--- config.mk ---
export PLATFORM = sky130hd
export DESIGN_NAME = custom_buff_seq_counter
export DESIGN_NICKNAME = d
export VERILOG_FILES = /design/src/rtl/custom_buff_seq_counter.sv
export SDC_FILE = /design/constraint.sdc
export NUM_CORES = 1
export LEC_CHECK = 0
export CORE_MARGIN = 2
export CORE_UTILIZATION = 55
export CTS_BUF_LIST = sky130_fd_sc_hd__clkbuf_2
export DETAILED_ROUTE_END_ITERATION = 7
export PLACE_DENSITY = 0.95
export SYNTH_ARGS = -nofsm -noshare
export SYNTH_HDL_FRONTEND = slang
export SYNTH_SLANG_ARGS = --single-unit
export TNS_END_PERCENT = 100
--- constraint.sdc ---
create_clock -name clk -period 3.7 [get_ports clk]
set_input_delay 0.37 -clock clk [delete_from_list [all_inputs] [get_ports clk]]
set_output_delay 0.37 -clock clk [all_outputs]
set_load 0.01 [all_outputs]
--- src/rtl/custom_buff_seq_counter.sv ---
`default_nettype none
// ============================================================================
// Module   : custom_buff_seq_counter
// Purpose  : Steps the 5-bit schedule count 0..LAST_CNT per tile for a latched
//            number of tiles, feeding the buffer-use decoder.
// Revision : 1.0 - initial release
// ============================================================================
module custom_buff_seq_counter #(
    parameter int CNT_W    = 5,
    parameter int LAST_CNT = 25,
    parameter int TILE_W   = 8
) (
    input  logic              clk,
    input  logic              rst,
    input  logic              start,
    input  logic [TILE_W-1:0] num_tile,
    input  logic              stall,
    input  logic              abort,
    output logic [CNT_W-1:0]  cnt,
    output logic              cnt_valid,
    output logic [TILE_W-1:0] tile_idx,
    output logic              busy,
    output logic              done
);

    typedef enum logic [1:0] {
        S_IDLE = 2'd0,
        S_RUN  = 2'd1,
        S_DONE = 2'd2
    } state_t;

    localparam logic [CNT_W-1:0] c_last_cnt = CNT_W'(LAST_CNT);

    state_t            r_state;
    logic [CNT_W-1:0]  r_cnt;
    logic [TILE_W-1:0] r_tile;
    logic [TILE_W-1:0] r_num;
    logic [TILE_W-1:0] w_last_tile;

    // r_num is nonzero whenever RUN is entered, so this never underflows in use
    assign w_last_tile = r_num - TILE_W'(1);

    always_ff @(posedge clk) begin
        if (rst) begin
            r_state <= S_IDLE;
            r_cnt   <= '0;
            r_tile  <= '0;
            r_num   <= '0;
        end else if (abort) begin
            r_state <= S_IDLE;
            r_cnt   <= '0;
            r_tile  <= '0;
        end else begin
            case (r_state)
                S_IDLE: begin
                    if (start) begin
                        r_cnt  <= '0;
                        r_tile <= '0;
                        r_num  <= num_tile;
                        r_state <= (num_tile != '0) ? S_RUN : S_DONE;
                    end
                end
                S_RUN: begin
                    if (!stall) begin
                        if (r_cnt != c_last_cnt) begin
                            r_cnt <= r_cnt + CNT_W'(1);
                        end else if (r_tile != w_last_tile) begin
                            r_cnt  <= '0;
                            r_tile <= r_tile + TILE_W'(1);
                        end else begin
                            r_cnt   <= '0;
                            r_tile  <= '0;
                            r_state <= S_DONE;
                        end
                    end
                end
                S_DONE: begin
                    r_state <= S_IDLE;
                end
                default: begin
                    r_state <= S_IDLE;
                    r_cnt   <= '0;
                    r_tile  <= '0;
                end
            endcase
        end
    end

    assign cnt       = r_cnt;
    assign tile_idx  = r_tile;
    assign cnt_valid = (r_state == S_RUN) && !stall;
    assign busy      = (r_state == S_RUN) || (r_state == S_DONE);
    assign done      = (r_state == S_DONE);

endmodule
`default_nettype wire

==> results.cfg, run 1 <==
[sta]
whs_ns = 0.556
rsz0062_at_grt = false
period_needed_ns = 2.36
finalCritPeriodShare_pct = 63.7
drv_slew = 0
hold_viol = 0
setup_tns_ns = 0
relSlewSlack_pct = 50.7
finalClockSkew_ns = 0.00797
clock.fmax_mhz = 424
setup_viol = 0
layout_setup_ws_ns = 1.34
tightest_slew_ns = 0.737

[global_route]
grt_usage_pct = 26.7
overflow = 0
grt_start_max_net_pins = 17
antenna_found_initial = 0
grt_pass1_wl_um = 5790
grt_pass1_vias = 1312

[floorplan]
num_io_pins = 29
dieArea_mm2 = 0.00301
initial_utilization_pct = 58.0
die_h_um = 54.9
core_area_mm2 = 0.00245
num_rows = 18
die_w_um = 54.9

[status]
status = completed

[critical_path]
path_max_fanout = 16
slowest_stage = dfxtp_1
worstSetupPathDepth = 9
startpoint_type = flip-flop
slowest_delay_ns = 0.38
cp_top_family = compound AO/OA/AOI/OAI gates
crit_buf_inv = 2
end_kind = flip-flop
required_ns = 3.97
crit_chain = inv_1 > ha_1 > a21o_1 > a211oi_2 > buf_4 > and3_1 > nand3_1 > xor2_1 > a2111oi_4
path_class = flip-flop to flip-flop
cp_data_arrival_time_ns = 2.63
r2r_cells = 9

[synthesis]
ys_ff_latch = 23
syn_inst = 163
yosys_warnings = 0
synth_top_area_cell = dfxtp_1
yosysSeqAreaShare_pct = 32.3
synth_cell_types = 39
synth_ff_type = dfxtp_1
yosys-top-cells-count = dfxtp_1, nor2_1, nand2_1
synth_edf_count = 0
netlist_area_mm2 = 0.00142
postSynth.asyncResetShare_pct = 0
yosys-top-cells-area = dfxtp_1, ha_1, xor2_1
avgSynthCellArea_um2 = 8.74
synth_nets = 183
yosysMostFrequentCell = dfxtp_1
synth_top_cell_area_share_pct = 32.3

[place]
post-place-ws_ns = 1.33
dpl.hpwl_um = 2550
post-place-cells = 216
place.gp.congestion = 0.792
io_buffers = 28

[route]
drt-total-wl_um = 3310
viasPerCell = 5.95
firstDrtPassIters = 4
drt_iter0_drc = 35
drc_errors = 0
ant_nets = 0
wl_per_cell_um = 15.0
vias = 1308

[clock_tree]
cts_tree = done
postCtsSetupRepairBufs = 0
clk_latency_ns = 0.36
cts_hold_buf = 0
cts_sinks = 23
cts_max_level = 1
cts_buffer_depth = 2
root_buffer = clkbuf_2
numCtsBuffers = 3
cts_resized = 0
clkTransAtPathRegs_ns = 0.22

[cells_and_area]
ff_latch_area_um2 = 460
fin_cells = 220
drive_above_1_share_pct = 6.84
final_util_pct = 71.0
multi_input_area_um2 = 920
finalNetCount = 211
fillCellCount = 181
area_delta_synth_final_pct = 22.5
n_antenna_cell = 0

[min_path]
hold_path.class = flip-flop to flip-flop
min_path_cells = 2

[flow_run]
maxCapViolCount = 0

[power_and_ir_drop]
power_density_mw_per_mm2 = 280
ir_drop_uv = 355
p_leak_nw = 0.670
==> cells in the final DEF, fill, tap and decap left out, drive strengths merged, types with 4 or more instances in the layout <==
cell and instances:
xnor2 8, inv 5, xor2 10, nand3 7
a211oi 5, ha 7, clkbuf 4, nand2 15
clkdlybuf4s50 28, dfxtp 23, nor2 19, nand4 6
mux2i 8, a21oi 6
==> flip-flops by register name (all words and copies together) (netlist names) <==
register	count
r_state	2
cnt	5
r_num	8
tile_idx	8
==> logic make-up (layout without fill, tap and decap cells) <==
logic type / after synthesis / count (layout) / share of synthesized area (%)
adder cells (fa/ha/maj): 7 / 7 / 6.15
AND/OR/NAND/NOR: 66 / 66 / 23.7
multiplexers: 8 / 8 / 5.62
flip-flops: 23 / 23 / 32.3
AO/OA/AOI/OAI: 30 / 30 / 18.0
buffers and inverters: 11 / 38 / 3.08
XOR/XNOR: 18 / 18 / 11.1
==> stage by stage <==
step / power, mW / instance area [um2]
after floorplan: 0.343 / 1420
after global placement: 0.374 / 1720
after detailed placement: 0.382 / 1720
after CTS: 0.486 / 1740
after global routing: 0.514 / 1740
final: 0.488 / 1740
==> routing by layer <==
layer / up-vias / part of all wire (%) / track usage, %
li1: 637 / - / -
met2: 37 / 49 / 46.6
met3: 11 / 3.3 / 4.92
met5: - / 0 / 0
met1: 623 / 45 / 31.9
met4: 0 / 2.2 / 10.4
==> tightest hold or removal path, cell delays in order, from the launching register on <==
cell     delay [ns]
dfxtp_1        0.40
nand2_1        0.07
o22ai_1        0.07
==> final cells by class <==
class,instances,share of cell area (%)
clock buffers,4,1.15
inverters,5,1.08
multi-input cells,129,52.7
flip-flops and latches,23,26.4
well taps,30,2.15
repair buffers,29,16.5
==> final timing paths <==
kind                    start     endpoint  slack, ns
setup / recovery   r_state[1]  tile_idx[5]       1.34
hold / removal    tile_idx[1]  tile_idx[1]       0.56
setup reg to reg   r_state[1]  tile_idx[5]       1.34
hold reg to reg   tile_idx[1]  tile_idx[1]       0.56
==> power by group <==
part,internal (mW),switching [mW]
registers,0.255,0.0108
clock network,0.0285,0.0807
logic,0.0517,0.0607
total,0.336,0.152
No activity file was read; power rests on OpenSTA's default activity.
==> run 2: changes to the inputs <==
--- a/config.mk
+++ b/config.mk
@@ -6,10 +6,10 @@
 export NUM_CORES = 1
 export LEC_CHECK = 0
 export CORE_MARGIN = 2
-export CORE_UTILIZATION = 55
+export CORE_UTILIZATION = 48
 export CTS_BUF_LIST = sky130_fd_sc_hd__clkbuf_2
 export DETAILED_ROUTE_END_ITERATION = 7
-export PLACE_DENSITY = 0.95
+export PLACE_DENSITY = 0.9
 export SYNTH_ARGS = -nofsm -noshare
 export SYNTH_HDL_FRONTEND = slang
 export SYNTH_SLANG_ARGS = --single-unit
==> constraint.sdc (replaced) <==
create_clock -name clk -period 1.9 [get_ports clk]
set_input_delay 0.19 -clock clk [delete_from_list [all_inputs] [get_ports clk]]
set_output_delay 0.19 -clock clk [all_outputs]
set_load 0.01 [all_outputs]
==> run 2 against run 1 <==
Compared with the run above:
- the run now ends with setup timing left
- first-iteration DRC count increased by 23%
- critical path depth increased by 2
- clock skew increased by 0.0046 ns
- power increased by 110%
==> results.cfg, run 2 (synthesized netlist as in run 1, its figures left out) <==
[place]
post-place-ws_ns = -0.0359
dpl.hpwl_um = 2810
io_buffers = 28
dpl_cell_area_mm2 = 0.00190
place.gp.congestion = 0.856

[cells_and_area]
drive_above_1_share_pct = 29.4
n_antenna_cell = 0
final_cell_area_mm2 = 0.00207
area_delta_synth_final_pct = 45.3
multi_input_area_mm2 = 0.00104
final_cell_mix = clkdlybuf4s50_1, buf_4, nor2_1
ff_latch_area_um2 = 478
finalNetCount = 235
final_common_cell = clkdlybuf4s50_1
fillCellCount = 181

[route]
drt-total-wl_um = 3910
wl_per_cell_um = 16.0
dr.max_layer_used = met4
wl_met2_um = 2030
drt_iter0_drc = 43
ant_nets = 0
vias = 1446
wl_met1_um = 1580
firstDrtPassIters = 4
viasPerCell = 5.90
wl_met3_um = 169
drc_errors = 0

[min_path]
min_path_cells = 3
hold_path.class = primary input to flip-flop

[flow_run]
maxCapViolCount = 0

[clock_tree]
cts_hold_buf = 0
cts_tree = done
cts_buffer_depth = 2
cts_sinks = 23
clk_latency_ns = 0.36
clkTransAtPathRegs_ns = 0.24
numCtsBuffers = 3
root_buffer = clkbuf_2
cts_max_level = 1

[critical_path]
required_ns = 2.18
r2r_cells = 11
cp_top_family = compound AO/OA/AOI/OAI gates
worstSetupPathDepth = 11
slowest_delay_ns = 0.38
slowest_stage = dfxtp_2
end_kind = flip-flop
path_max_fanout = 4
crit_buf_inv = 4
crit_chain = inv_1 > ha_4 > and2_4 > o21a_1 > o31ai_2 > buf_4 > buf_4 > buf_4 > o211ai_1 > nand4_1 > o211ai_1
cp_data_arrival_time_ns = 2.18
crit_top_cell = buf_4
startpoint_type = flip-flop
path_class = flip-flop to flip-flop

[floorplan]
num_rows = 19
die_h_um = 58.5
die_w_um = 58.5
num_io_pins = 29
core_area_mm2 = 0.00278
dieArea_mm2 = 0.00342
initial_utilization_pct = 51.2

[sta]
period_needed_ns = 1.90
layout_setup_ws_ns = -0.00270
relSlewSlack_pct = 65.1
finalCritPeriodShare_pct = 100
clock.fmax_mhz = 526
setup_viol = 1
finalClockSkew_ns = 0.0126
rsz0062_at_grt = true
drv_slew = 0
tightest_slew_ns = 0.521
hold_viol = 0

[power_and_ir_drop]
ir_drop_uv = 441
power_density_mw_per_mm2 = 505
p_leak_nw = 0.834

[status]
failed_checks = setup timing
status = finished with violations

[global_route]
antenna_found_initial = 0
grt_usage_pct = 23.6
grt_start_max_net_pins = 16
grt_pass1_wl_um = 6160
overflow = 0
grt_pass1_vias = 1381
run 2: cell count changes in the layout (fill, tap and decap cells not counted), sizes merged:
cell and change:
clkdlybuf4s50 -1, buf +24, clkbuf -1, clkinv +1, dlymetal6s2s +1
run 2: timing repair:
item | 4_1_cts | 5_1_grt
pin swaps | 10 | 13
cloned | 0 | 0
buffers inserted | 4 | 5
endpoints found under the setup margin | 12 | 12
gates resized for setup | 8 | 17
run 2: power breakdown:
| group | total (mW) | internal (mW) | switching (mW) |
|---|---|---|---|
| combinational | 0.320 | 0.163 | 0.156 |
| clock | 0.211 | 0.0477 | 0.164 |
| sequential | 0.514 | 0.497 | 0.0173 |
run 2: cell type report:
class | count | share of cell area (%)
Clock buffer | 3 | 0.726
Tap cell | 31 | 1.87
Inverter | 5 | 0.907
Multi-Input combinational cell | 129 | 50.2
Timing Repair Buffer | 53 | 22.9
Sequential cell | 23 | 23.1
Clock inverter | 1 | 0.242
run 2: path summary, 6_finish.rpt:
| kind | startpoint | endpoint | slack, ns |
|---|---|---|---|
| max | r_num[1] | r_state[0] | -0.003 |
| min | num_tile[0] | r_num[0] | 0.47 |
| max reg2reg | r_num[1] | r_state[0] | -0.003 |
| min reg2reg | tile_idx[1] | tile_idx[1] | 0.57 |
run 2: layer usage:
layer  GRT usage (%)  up-vias
li1                -      684
met1            26.4      694
met2            42.9       53
met3            2.86       15
met4            13.6        0
met5               0        -
run 2: per-stage QoR:
stage	utilization (%)	power (mW)	setup TNS [ns]	cells	hold WS, ns
6_report	74.4	1.05	-0.00270	245	0.468
5_1_grt	74.4	1.09	-0.498	245	0.460
4_1_cts	70.6	1.01	-0.0205	240	0.454
3_5_place_dp	68.5	0.793	-0.145	232	0.530
3_3_place_gp	68.5	0.776	0	232	0.522
2_1_floorplan	-	0.691	-0.00282	163	0.254
run 2: worst min-delay path, cell delays in order:
cell             delay [ns]
clkdlybuf4s50_1        0.42
mux2i_1                0.15
nor2_1                 0.06
==> run 3: changes to the inputs <==
--- a/config.mk
+++ b/config.mk
@@ -9,6 +9,7 @@
 export CORE_UTILIZATION = 48
 export CTS_BUF_LIST = sky130_fd_sc_hd__clkbuf_2
 export DETAILED_ROUTE_END_ITERATION = 7
+export GPL_TIMING_DRIVEN = 0
 export PLACE_DENSITY = 0.9
 export SYNTH_ARGS = -nofsm -noshare
 export SYNTH_HDL_FRONTEND = slang
==> constraint.sdc (replaced) <==
create_clock -name clk -period 1.9 [get_ports clk]
set_input_delay 0.19 -clock clk [delete_from_list [all_inputs] [get_ports clk]]
set_output_delay 0.19 -clock clk [all_outputs]
set_load 0.005 [all_outputs]
==> run 3 against run 2 <==
Compared with the run above:
- the flow still finishes with violations (setup timing)
- die area did not move
- sequential power hardly changed
- utilization grew 1.1 points
- wire length up 3.4%
- sequential cell count did not move
- critical path depth down 4
- sequential share of layout area down 0.17 points
- clock skew down 0.0084 ns
- global-route usage fell by 1.5 points
- fmax down 11%
- largest cell class unchanged
==> results.cfg, run 3 (synthesized netlist as in run 1, its figures left out) <==
[critical_path]
reg2reg_slack_ns = -0.24
end_kind = flip-flop
setup.worst_path.start = r_num[0]
path_max_fanout = 6
cp-endpoint = r_state[1]
required_ns = 2.21
r2r_cells = 7
r2r-end = r_state[1]
startpoint_type = flip-flop
cp_data_arrival_time_ns = 2.46
path_class = flip-flop to flip-flop
worstReg2RegStart = r_num[0]

[power_and_ir_drop]
combPwrFrac_pct = 29.9
swShare_pct = 32.8
p_int_uw = 702
power_mw = 1.04
power_density_mw_per_mm2 = 497
switching_power_uw = 342
p_leak_nw = 0.795
p_seq_share_pct = 49.5
clockPowerShare_pct = 20.6
ir_drop_uv = 467

[route]
drc_errors = 0
drt-total-wl_um = 4040
drt_iter0_drc = 16
viasPerCell = 5.87
vias = 1403
firstDrtPassIters = 4
ant_nets = 0
wl_per_cell_um = 16.9

[cells_and_area]
n_antenna_cell = 0
drive_above_1_share_pct = 30.8
ff_latch_area_um2 = 482
multi_input_area_mm2 = 0.00111
finalNetCount = 229
final_cell_mix = clkdlybuf4s50_1, nor2_1, nand2_1
fillCellCount = 193
fin_cells = 239
area_delta_synth_final_pct = 47.5
final_common_cell = clkdlybuf4s50_1
final_cell_area_mm2 = 0.00210

[status]
failed_checks = setup timing
status = finished with violations

[clock_tree]
clkTransAtPathRegs_ns = 0.23
cts_max_level = 1
clk_latency_ns = 0.37
cts_sinks = 23
root_buffer = clkbuf_2
cts_tree = done
numCtsBuffers = 3
cts_buffer_depth = 2

[sta]
tightest_slew_ns = 0.595
clock.fmax_mhz = 467
period_needed_ns = 2.14
setup_viol = 10
finalCritPeriodShare_pct = 113
rsz0062_at_grt = true
layout_setup_ws_ns = -0.241
drv_slew = 0
whs_ns = 0.421
relSlewSlack_pct = 60.3
finalClockSkew_ns = 0.00419
hold_viol = 0

[floorplan]
dieArea_mm2 = 0.00342
core_area_mm2 = 0.00278
num_rows = 19
die_w_um = 58.5
num_io_pins = 29
die_h_um = 58.5
initial_utilization_pct = 51.2

[flow_run]
maxCapViolCount = 0

[global_route]
overflow = 0
antenna_found_initial = 0
grt_pass1_vias = 1357
grt_pass1_wl_um = 5870
grt_start_max_net_pins = 14
grt_usage_pct = 22.1

[place]
post-place-cells = 222
place.gp.congestion = 0.847
post-place-ws_ns = -0.212
dpl.hpwl_um = 2610
dpl_cell_area_mm2 = 0.00181
io_buffers = 28

[min_path]
hold_path.class = primary input to flip-flop
## run 3: power groups by stage
| stage | combinational, mW | clock, mW | sequential [mW] |
|---|---|---|---|
| after floorplan | 0.165 | 0 | 0.523 |
| after global placement | 0.229 | 0 | 0.526 |
| after detailed placement | 0.237 | 0 | 0.527 |
| after CTS | 0.268 | 0.202 | 0.515 |
| after global routing | 0.332 | 0.235 | 0.520 |
| final | 0.312 | 0.215 | 0.517 |
## run 3: metrics by stage
stage                     util (%)  TNS (ns)
final                         75.5     -1.57
after CTS                     70.5    -0.152
after global routing          75.5     -1.82
after global placement        65.1     -1.17
after detailed placement      65.1     -1.76
after floorplan                  -         0
## run 3: repair_timing
action / CTS / global route
pin swaps: 18 / 14
setup endpoints to repair: 11 / 12
hold buffers: 0 / 0
setup buffers: 10 / 6
resized for setup: 17 / 29
## run 3: how the worst min path moves through the flow
stage,from,cells after the start,slack [ns],to
finish,num_tile[2],3,0.42,r_num[2]
global route,num_tile[0],3,0.42,r_num[0]
CTS,num_tile[0],3,0.46,r_num[0]
detailed placement,r_state[0],2,0.53,r_state[0]
global placement,r_num[7],2,0.51,r_num[7]
floorplan,abort,1,0.25,tile_idx[5]
## run 3: final cells by class
cell class	count	share of cell area [%]
sequential	23	22.9
timing repair buffer	42	19.1
buffer	5	1.31
multi-input combinational	129	52.7
clock inverter	1	0.238
inverter	5	1.13
tap	31	1.85
clock buffer	3	0.715
## run 3: per-layer routing
metal / vias up / GRT usage, % / wire [um]
met5: - / 0 / 0
met4: 0 / 8.64 / 110
met3: 12 / 2.42 / 119
met2: 38 / 40.3 / 2160
met1: 687 / 26.4 / 1650
li1: 666 / - / -
## run 3: critical path, stage by stage (launching register included)
cell and delay [ns]:
dfxtp_2 0.39, buf_4 0.15, nor2_1 0.29, nand3_1 0.22, a211oi_1 0.32, nand2_1 0.17
o31a_1 0.34, a211oi_2 0.21
